File: config.mk
export PLATFORM = sky130hd
export DESIGN_NAME = masked_sbox_compress_flat
export DESIGN_NICKNAME = d
export VERILOG_FILES = /design/src/rtl/masked_sbox_compress_if.sv /design/src/rtl/masked_sbox_compress.sv /design/src/flat_wrapper.sv
export SDC_FILE = /design/constraint.sdc
export NUM_CORES = 1
export LEC_CHECK = 0
export CAP_MARGIN = 30
export CORE_ASPECT_RATIO = 0.7
export CORE_MARGIN = 4
export CORE_UTILIZATION = 55
export DETAILED_ROUTE_END_ITERATION = 16
export DONT_BUFFER_PORTS = 1
export GPL_ROUTABILITY_DRIVEN = 0
export PLACE_DENSITY = 0.78
export SYNTH_ARGS = -nofsm -noshare
export SYNTH_HDL_FRONTEND = slang
export SYNTH_SLANG_ARGS = --single-unit
File: constraint.sdc
create_clock -name clk -period 1.3 [get_ports clk]
set_input_delay 0.39 -clock clk [delete_from_list [all_inputs] [get_ports clk]]
set_output_delay 0.39 -clock clk [all_outputs]
set_load 0.01 [all_outputs]
File: src/rtl/masked_sbox_compress_if.sv
`default_nettype none
// ============================================================================
// Module      : masked_sbox_compress_if
// Description : Valid/ready bundle that carries expanded masked S-box terms
//               in and compressed output shares out of masked_sbox_compress.
//               The master side is upstream and downstream combined, and the
//               slave side is the compression stage.
// Revision    : 1.0 - initial release
// ============================================================================
interface masked_sbox_compress_if #(
    parameter int NUM_COORD = 2,
    parameter int CNT_W     = 16
);
    logic                     in_valid;
    logic                     in_ready;
    logic [9*NUM_COORD-1:0]   in_terms;
    logic [3*NUM_COORD-1:0]   rnd;
    logic                     out_valid;
    logic                     out_ready;
    logic [3*NUM_COORD-1:0]   out_shares;
    logic [CNT_W-1:0]         out_cnt;

    modport master (
        output in_valid, in_terms, rnd, out_ready,
        input  in_ready, out_valid, out_shares, out_cnt
    );

    modport slave (
        input  in_valid, in_terms, rnd, out_ready,
        output in_ready, out_valid, out_shares, out_cnt
    );
endinterface
`default_nettype wire

File: src/rtl/masked_sbox_compress.sv
`default_nettype none
// ============================================================================
// Module      : masked_sbox_compress
// Description : 3-share compression stage for the masked PRINCE S-box.
//               Stage 1 registers the 9 cross-share terms of each coordinate
//               with an optional zero-sum refresh. Stage 2 XOR-folds each
//               group of 3 registered terms into one output share.
//               The two-deep valid/ready pipeline supports full backpressure.
//               Optional feature macro: MASK_REFRESH_EN (refresh with rnd).
// Revision    : 1.0 - initial release
// ============================================================================
module masked_sbox_compress #(
    parameter int NUM_COORD = 2,
    parameter int CNT_W     = 16
) (
    input  logic                       clk,
    input  logic                       rst_n,
    masked_sbox_compress_if.slave      bus
);

    localparam logic [CNT_W-1:0] c_CNT_ONE = {{(CNT_W-1){1'b0}}, 1'b1};

    logic [9*NUM_COORD-1:0] r_z;
    logic [3*NUM_COORD-1:0] r_shares;
    logic                   r_v1;
    logic                   r_v2;
    logic [CNT_W-1:0]       r_cnt;

    logic [9*NUM_COORD-1:0] w_z_next;
    logic [3*NUM_COORD-1:0] w_s_next;
    logic                   w_adv2;
    logic                   w_in_fire;
    logic                   w_out_fire;

    // Stage 2 can take stage 1's content when it is empty or being drained.
    assign w_adv2     = r_v1 & (~r_v2 | bus.out_ready);
    assign bus.in_ready = ~r_v1 | w_adv2;
    assign w_in_fire  = bus.in_valid & bus.in_ready;
    assign w_out_fire = r_v2 & bus.out_ready;

    for (genvar k = 0; k < NUM_COORD; k++) begin : g_coord
        logic [8:0] w_e;
        assign w_e = bus.in_terms[9*k +: 9];

`ifdef MASK_REFRESH_EN
        // Each random bit is used twice, so the masks on terms 0,3,6 cancel
        // in the total XOR while every output share gets fresh randomness.
        logic [2:0] w_r;
        assign w_r = bus.rnd[3*k +: 3];
        assign w_z_next[9*k +: 9] = w_e ^ {2'b00, w_r[2] ^ w_r[0],
                                           2'b00, w_r[1] ^ w_r[2],
                                           2'b00, w_r[0] ^ w_r[1]};
`else
        assign w_z_next[9*k +: 9] = w_e;
`endif

        for (genvar j = 0; j < 3; j++) begin : g_share
            // Fold only registered terms, so glitches never mix shares.
            assign w_s_next[3*k + j] = ^r_z[9*k + 3*j +: 3];
        end
    end

`ifndef MASK_REFRESH_EN
    // rnd stays on the port so both builds share one interface.
    logic unused_rnd;
    assign unused_rnd = ^bus.rnd;
`endif

    // Stage 1: glitch-stopping capture of the (refreshed) expanded terms.
    always_ff @(posedge clk or negedge rst_n) begin
        if (!rst_n) begin
            r_z  <= '0;
            r_v1 <= 1'b0;
        end else begin
            if (w_in_fire) begin
                r_z <= w_z_next;
            end
            r_v1 <= w_in_fire | (r_v1 & ~w_adv2);
        end
    end

    // Stage 2: compressed shares are held while downstream stalls.
    always_ff @(posedge clk or negedge rst_n) begin
        if (!rst_n) begin
            r_shares <= '0;
            r_v2     <= 1'b0;
        end else begin
            if (w_adv2) begin
                r_shares <= w_s_next;
            end
            r_v2 <= w_adv2 | (r_v2 & ~bus.out_ready);
        end
    end

    // Completed output handshakes, wrapping at 2^CNT_W.
    always_ff @(posedge clk or negedge rst_n) begin
        if (!rst_n) begin
            r_cnt <= '0;
        end else if (w_out_fire) begin
            r_cnt <= r_cnt + c_CNT_ONE;
        end
    end

    assign bus.out_valid  = r_v2;
    assign bus.out_shares = r_shares;
    assign bus.out_cnt    = r_cnt;

endmodule
`default_nettype wire

File: src/flat_wrapper.sv
// flat-port wrapper written by rule: the top's interface ports become plain ports
module masked_sbox_compress_flat 
#(
    parameter int NUM_COORD = 2,
    parameter int CNT_W     = 16
)
  (clk, rst_n, bus_in_valid, bus_in_terms, bus_rnd, bus_out_ready, bus_in_ready, bus_out_valid, bus_out_shares, bus_out_cnt);
  masked_sbox_compress_if #(.NUM_COORD(NUM_COORD), .CNT_W(CNT_W)) bus_i ();
  input  logic clk;
  input  logic rst_n;
  input wire logic [$bits(bus_i.in_valid)-1:0] bus_in_valid;
  input wire logic [$bits(bus_i.in_terms)-1:0] bus_in_terms;
  input wire logic [$bits(bus_i.rnd)-1:0] bus_rnd;
  input wire logic [$bits(bus_i.out_ready)-1:0] bus_out_ready;
  output wire logic [$bits(bus_i.in_ready)-1:0] bus_in_ready;
  output wire logic [$bits(bus_i.out_valid)-1:0] bus_out_valid;
  output wire logic [$bits(bus_i.out_shares)-1:0] bus_out_shares;
  output wire logic [$bits(bus_i.out_cnt)-1:0] bus_out_cnt;
  assign bus_i.in_valid = bus_in_valid;
  assign bus_i.in_terms = bus_in_terms;
  assign bus_i.rnd = bus_rnd;
  assign bus_i.out_ready = bus_out_ready;
  assign bus_in_ready = bus_i.in_ready;
  assign bus_out_valid = bus_i.out_valid;
  assign bus_out_shares = bus_i.out_shares;
  assign bus_out_cnt = bus_i.out_cnt;
  masked_sbox_compress #(.NUM_COORD(NUM_COORD), .CNT_W(CNT_W)) u_core (.clk(clk), .rst_n(rst_n), .bus(bus_i));
endmodule
## Word-level counts from Yosys, hierarchy flattened

Index checks and enable logic that the tools add are counted.

- Input port bits: 28
- Flip-flop bits (word level): 42
- Output and inout bits: 24
- Logic and storage cells: 25

- Add/subtract/negate cells: 1
- Bitwise logic cells: 13
- Reduce and logical (&&, ||, !) cells: 6

Operators with widths:

| cell | number |
|---|---|
| 3-bit parity | 6 |
| 16-bit by 1-bit adder with 16-bit output (second input constant) | 1 |
| 1-bit AND | 5 |
| 1-bit inverter | 4 |
| 1-bit bitwise OR | 4 |

## Depth between registers and ports, before layout

Gate-level depths: netlist (run 1).

- Depth after elaboration: 6
- Gate-level depth with buffers: 6

## Worst setup path after synthesis (run 1)

OpenSTA, ideal clock, no wires.

- Path type: input -> register
- Start point: in bus_out_ready
- End point: reg u_core.r_z[10]
- Path slack: -0.181 ns
- Stages: 4
- Required time: 1.175 ns
- Buffers on the path: 1
- Data arrival time: 1.356 ns
- Cells stage by stage: nand3b_1 -> nand2_2 -> buf_4 -> mux2_2

- Cells in the longest elaborated chain, start to end: 4

RTL lines:

| element | line | source |
|---|---|---|
| start, declared | flat_wrapper.sv:14 | `input wire logic [$bits(bus_i.out_ready)-1:0] bus_out_ready;` |
| 1-bit bitwise OR | masked_sbox_compress.sv:36 | `assign w_adv2 = r_v1 & (~r_v2 \| bus.out_ready);` |
| 1-bit AND | masked_sbox_compress.sv:36 |  |
| 1-bit bitwise OR | masked_sbox_compress.sv:37 | `assign bus.in_ready = ~r_v1 \| w_adv2;` |
| 1-bit AND | masked_sbox_compress.sv:38 | `assign w_in_fire = bus.in_valid & bus.in_ready;` |
| end signal, assigned | masked_sbox_compress.sv:76 | `r_z <= w_z_next;` |
| end, declared | masked_sbox_compress.sv:23 | `logic [9*NUM_COORD-1:0] r_z;` |

No other way between the ends.
A chain may end at the register's enable or synchronous reset.

## Final worst setup path (run 1)

- Start point: reg u_core.r_v2, in the netlist u_core.bus.out_valid
- End point: out bus_in_ready

- Cells in the longest elaborated chain, start to end: 4

RTL lines:

| element | line | source |
|---|---|---|
| start, declared | masked_sbox_compress.sv:26 | `logic r_v2;` |
| start signal, assigned | masked_sbox_compress.sv:91 | `r_v2 <= w_adv2 \| (r_v2 & ~bus.out_ready);` |
| 1-bit inverter | masked_sbox_compress.sv:36 |  |
| 1-bit bitwise OR | masked_sbox_compress.sv:36 |  |
| 1-bit AND | masked_sbox_compress.sv:36 |  |
| 1-bit bitwise OR | masked_sbox_compress.sv:37 |  |
| end, declared | flat_wrapper.sv:15 | `output wire logic [$bits(bus_i.in_ready)-1:0] bus_in_ready;` |

No other way between the ends.

==> results of run 1 <==
## worst max-delay path, cell delays in order (launching register included)
cell and delay [ps]:
dfrtp_1 410, nand3b_1 140, buf_6 120
## repair_timing
item                                    4_1_cts  5_1_grt
endpoints found under the setup margin       17       30
endpoints found under the hold margin        42       42
pin swaps                                     1       10
buffers inserted                              3        5
gates resized for setup                       3        9
## flip-flops by register name, indices dropped and copies added (netlist names)
register	flops
u_core.r_z	18
u_core.bus.out_cnt	16
u_core.bus.out_shares	6
u_core.bus.out_valid	1
u_core.r_v1	1
## metal layers
| metal | up-vias | global-route usage, % | wire, um |
|---|---|---|---|
| met2 | 29 | 26.43 | 1633 |
| met1 | 495 | 17.42 | 1262 |
| met4 | 0 | 7.752 | 46 |
| met5 | - | 0 | 0 |
| met3 | 5 | 8.576 | 292 |
| li1 | 504 | - | - |
## cells in the final DEF (no fill, tap or decap), drive strengths merged
cell / Yosys / layout
dfrtp: 42 / 42
buf: 3 / 22
mux2: 19 / 19
xnor2: 16 / 16
nand2: 15 / 15
xor2: 11 / 11
o21ai: 6 / 6
clkbuf: 1 / 5
nor2: 4 / 4
nand4: 4 / 4
inv: 3 / 3
nor3: 3 / 3
nand2b: 2 / 2
clkinv: 0 / 2
and3: 2 / 2
nand3b: 1 / 1
or2b: 1 / 1
and2: 1 / 1
and4: 1 / 1
nor3b: 1 / 1
nand3: 1 / 1
ha: 1 / 1
## cell families (layout without fill, tap and decap cells)
family,count (synthesis),in the layout,share of synthesized area (%)
adder cells (fa/ha/maj),1,1,0.6886
flip-flops,42,42,57.85
XOR/XNOR,27,27,13.43
AO/OA/AOI/OAI,6,6,1.653
AND/OR/NAND/NOR,36,36,12.33
multiplexers,19,19,11.78
buffers and inverters,7,32,2.272
## worst paths after layout
check	from	to	slack [ps]	cells after the start
setup / recovery	u_core.bus.out_valid	bus_in_ready	-50	2
setup reg to reg	u_core.bus.out_valid	u_core.r_z[1]	-50	5
hold / removal	rst_n	u_core.bus.out_cnt[12]	-220	0
hold reg to reg	u_core.r_z[6]	u_core.r_z[6]	530	1
max in group asynchronous	rst_n	u_core.r_z[6]	1430	0
min in group clk	bus_in_valid	u_core.r_v1	210	1
## cells in the mapped netlist
| master | number | area [um^2] |
|---|---|---|
| nor2_1 | 4 | 15.01 |
| nand3_1 | 1 | 5.000 |
| xnor2_1 | 16 | 140.1 |
| and4_4 | 1 | 11.26 |
| nor3_2 | 1 | 10.01 |
| nand4_4 | 2 | 42.54 |
| nand3b_1 | 1 | 7.510 |
| nand2_2 | 1 | 6.260 |
| and2_1 | 1 | 6.260 |
| clkbuf_1 | 1 | 3.750 |
| buf_4 | 2 | 15.01 |
| inv_1 | 3 | 11.26 |
| nand2_1 | 14 | 52.55 |
| xor2_1 | 10 | 87.58 |
| mux2_2 | 19 | 214.0 |
| ha_1 | 1 | 12.51 |
| nor3b_2 | 1 | 12.51 |
| nand4_1 | 2 | 12.51 |
| xor2_2 | 1 | 16.27 |
| buf_6 | 1 | 11.26 |
| nand2b_1 | 2 | 12.51 |
| and3_1 | 2 | 12.51 |
| dfrtp_1 | 42 | 1051 |
| o21ai_0 | 6 | 30.03 |
| nor3_1 | 2 | 10.01 |
| or2b_1 | 1 | 7.510 |
## power groups by stage
stage / Sequential, mW / Clock, mW / Combinational (mW)
2_1_floorplan: 1.88 / 0 / 0.474
3_3_place_gp: 1.81 / 0 / 0.760
3_5_place_dp: 1.83 / 0 / 0.790
4_1_cts: 1.80 / 0.801 / 0.813
5_1_grt: 1.83 / 0.875 / 0.959
6_report: 1.79 / 0.778 / 0.872
## cell type report
class | count | area share [%]
sequential | 42 | 48.08
multi-input combinational | 89 | 36.81
timing repair buffer | 22 | 8.815
clock buffer | 5 | 3.148
tap | 38 | 2.175
inverter | 3 | 0.5152
clock inverter | 2 | 0.4579
==> results_dict.tcl, run 1 <==
set metrics [dict create \
    routed_wirelength_um 3235 \
    setup_slack_ps -50.57 \
    syn-cell-area_um2 1817 \
    fill_cells 238 \
    internal_power_mw 2.416 \
    slew-limit-headroom_pct 85.30 \
    seq_power_share_pct 52.0 \
    core_um2 3169 \
    ys_warn_count 0 \
    wl_per_cell_um 16.09 \
    holdCritPathClass "primary input to asynchronous set/reset pin" \
    dp_slack_ps -94.92 \
    tightest_slew_ps 220.6 \
    cp-end-kind "output port" \
    slew_violations 0 \
    dp_cells 186 \
    root_buffer "clkbuf_8" \
    cts_htree_levels 2 \
    setup_tns_ps -545.9 \
    p_switching_mw 1.023 \
    status "finished, violations left" \
    grt_max_degree 43 \
    grt_usage_pct 16.24 \
    rsz0062_at_grt "true" \
    numPortBuffers 0 \
    drive_gt1_share_pct 37.42 \
    synth-seq-cells 42 \
    fin_crit_ps 1351 \
    drc 0 \
    p_comb_share_pct 25.4 \
    start_util_pct 57.32 \
    first_pass_iters 2 \
    placed_area_um2 1987 \
    maxCapViolCount 0 \
    fin_util_pct 68.97 \
    multi_input_area_um2 804.5 \
    clk_path_buf_depth 2 \
    syn-num-nets 167 \
    critical_path_class "register to output port" \
    grt_pass1_vias 1117 \
    drt-initial-drc-count 31 \
    std_cell_rows 17 \
    antenna_left 0 \
    swShare_pct 29.75 \
    grt-ovfl-total 0 \
    grt_pass1_wl_um 5368 \
    path_max_fanout 4 \
    die_w_um 76.70 \
    synthDistinctLibCells 26 \
    fmax_ghz 0.7404 \
    final_nets 192 \
    worst_clock_skew_ps 7.434 \
    post-route-period-util_pct 103.9 \
    pin_count 52 \
    diodes 0 \
    die_area_um2 4301 \
    stdcell_count 201 \
    crit_required_ps 910 \
    antenna_found_initial 0 \
    pwr-share-clk_pct 22.6 \
    ir_worst_vdd_uv 1090 \
    register_area_um2 1051 \
    syn_inst 138 \
    area_delta_synth_final_pct 20.32 \
    die_y_um 56.09 \
    cts_tree "done" \
    cts.sinks 42 \
    postLayoutCellArea_um2 2186 \
    finalSetupViolations 19 \
    arrival_ps 960 \
    p_leak_nw 1.025 \
    vias 1033 \
    synth_area_per_cell_um2 13.16 \
    p_per_area_nw_per_um2 1574 \
    violations "hold timing, setup timing" \
    power_mw 3.440 \
    insertion_delay_ps 290 \
    holdWs_ps -215.8 \
    dpl.hpwl_um 2296 \
    cts_buffers 5 \
    clk_pin_slew_worst_paths_ps 80 \
    via_per_inst 5.139 \
    seq_area_frac_synth_pct 57.85 \
    startpoint_type "register" \
    hold_viol 42 \
]
No activity file was read; power rests on OpenSTA's default activity.
==> run 2: changes to the inputs <==
- CORE_UTILIZATION: 55 -> 62
- PLACE_DENSITY: 0.78 -> 0.83
- SKIP_LAST_GASP: unset -> 1
- clock period: 1.3 -> 1.7 ns (I/O delays scaled with it)
==> run 2 against run 1 <==
The run now ends clean. Combinational power decreased by 51%. Utilization increased by 0.36 points. Cell area decreased by 11%. Hold slack improved by 280 ps. Worst setup slack improved by 150 ps. Critical path depth increased by 2. Total power decreased by 29%. Clock skew decreased by 5.2 ps. Sequential share of layout area increased by 6.0 points.
==> results_dict.tcl, run 2 (synthesis gave the netlist of run 1 again) <==
set metrics [dict create \
    p_leak_nw 0.8567 \
    pwr-share-clk_pct 23.6 \
    die_w_um 72.70 \
    startpoint_type "register" \
    grt_pass1_wl_um 5009 \
    layout_commonest_cell "dfrtp_1" \
    antenna_found_initial 0 \
    largest_reg_flops 18 \
    swShare_pct 30.17 \
    setup_tns_ps 0 \
    diodes 0 \
    p_switching_mw 0.7390 \
    internal_power_mw 1.710 \
    fin_crit_ps 1598 \
    fill_cells 198 \
    root_buffer "clkbuf_8" \
    p_per_area_nw_per_um2 1260 \
    path_max_fanout 6 \
    fmax_ghz 0.6257 \
    slew_violations 0 \
    die_area_um2 3874 \
    antenna_left 0 \
    cts_setup_buffers 0 \
    holdCritPathClass "primary input to asynchronous set/reset pin" \
    numPortBuffers 0 \
    area_delta_synth_final_pct 6.956 \
    p_comb_share_pct 17.4 \
    pin_count 52 \
    cp-end-kind "register" \
    status "finished clean" \
    post-route-period-util_pct 94.01 \
    tightest_slew_ps 413.0 \
    start_util_pct 64.82 \
    most-common-layout-cells "dfrtp_1, mux2_2, xnor2_1" \
    core_um2 2803 \
    seq_power_share_pct 59.1 \
    insertion_delay_ps 280 \
    post_cts_resized 0 \
    clk_path_buf_depth 2 \
    crit_required_ps 1910 \
    grt_usage_pct 17.96 \
    cts_tree "done" \
    register_area_um2 1051 \
    grt_max_degree 43 \
    drive_gt1_share_pct 23.61 \
    cts.sinks 42 \
    routed_wirelength_um 3031 \
    wl_per_cell_um 16.84 \
    grt-ovfl-total 0 \
    critical_path_class "register to register" \
    hold_buffers 1 \
    via_per_inst 5.500 \
    final_nets 173 \
    arrival_ps 1810 \
    worst_clock_skew_ps 2.261 \
    regMostFlops "u_core.r_z" \
    maxCapViolCount 0 \
    cts_htree_levels 2 \
    cts_buffers 5 \
    vias 990 \
    first_pass_iters 2 \
    grt_pass1_vias 1125 \
    ir_worst_vdd_uv 775.9 \
    clk_pin_slew_worst_paths_ps 70 \
    drc 0 \
    multi_input_area_um2 724.4 \
    slew-limit-headroom_pct 72.37 \
    std_cell_rows 16 \
    power_mw 2.449 \
    hold_viol 0 \
    die_y_um 53.29 \
    rsz0062_at_grt "false" \
    drt-initial-drc-count 58 \
    finalSetupViolations 0 \
]
## run 2: worst paths after layout
kind / from / endpoint / slack, ps / cells past startpoint
max in group asynchronous: rst_n / u_core.r_z[0] / 1450 / 1
min in group clk: bus_in_valid / u_core.r_v1 / 330 / 1
hold / removal: rst_n / u_core.bus.out_shares[3] / 60 / 1
setup reg to reg: u_core.bus.out_valid / u_core.bus.out_cnt[7] / 100 / 4
setup / recovery: u_core.bus.out_valid / u_core.bus.out_cnt[7] / 100 / 4
hold reg to reg: u_core.r_v1 / u_core.bus.out_valid / 520 / 1
## run 2: stage by stage
step	instances	setup slack (ps)	hold slack (ps)	utilization (%)	area, um^2
floorplan	138	99.14	214.4	-	1817
global placement	172	135.6	215.2	65.89	1847
detailed placement	172	75.24	215.2	65.89	1847
CTS	180	86.18	56.98	69.33	1943
global route	180	21.21	60.13	69.33	1943
finish	180	101.8	61.52	69.33	1943
## run 2: power groups by stage
| stage | Sequential, mW | Combinational [mW] | Clock, mW |
|---|---|---|---|
| final | 1.45 | 0.425 | 0.577 |
| after global routing | 1.47 | 0.485 | 0.648 |
| after CTS | 1.45 | 0.438 | 0.606 |
| after floorplan | 1.43 | 0.329 | 0 |
| after global placement | 1.45 | 0.386 | 0 |
| after detailed placement | 1.47 | 0.411 | 0 |
## run 2: metal layers
metal  GRT usage (%)  part of all wire [%]  vias up
li1                -                     -      464
met1           19.10                    41      494
met2           30.39                    51       26
met3           9.298                   6.1        6
met4           7.055                   1.3        0
met5               0                     0        -
## run 2: cell type report
type | count | area share [%]
tap | 36 | 2.318
inverter | 3 | 0.5795
clock buffer | 7 | 3.928
multi-input combinational | 89 | 37.28
sequential | 42 | 54.09
timing repair buffer | 3 | 1.803
## run 2: worst max-delay path: stages, from the launching register on
cell     delay, ps
dfrtp_1        450
and2_1         340
and3_1         350
and4_4         270
xor2_2         120
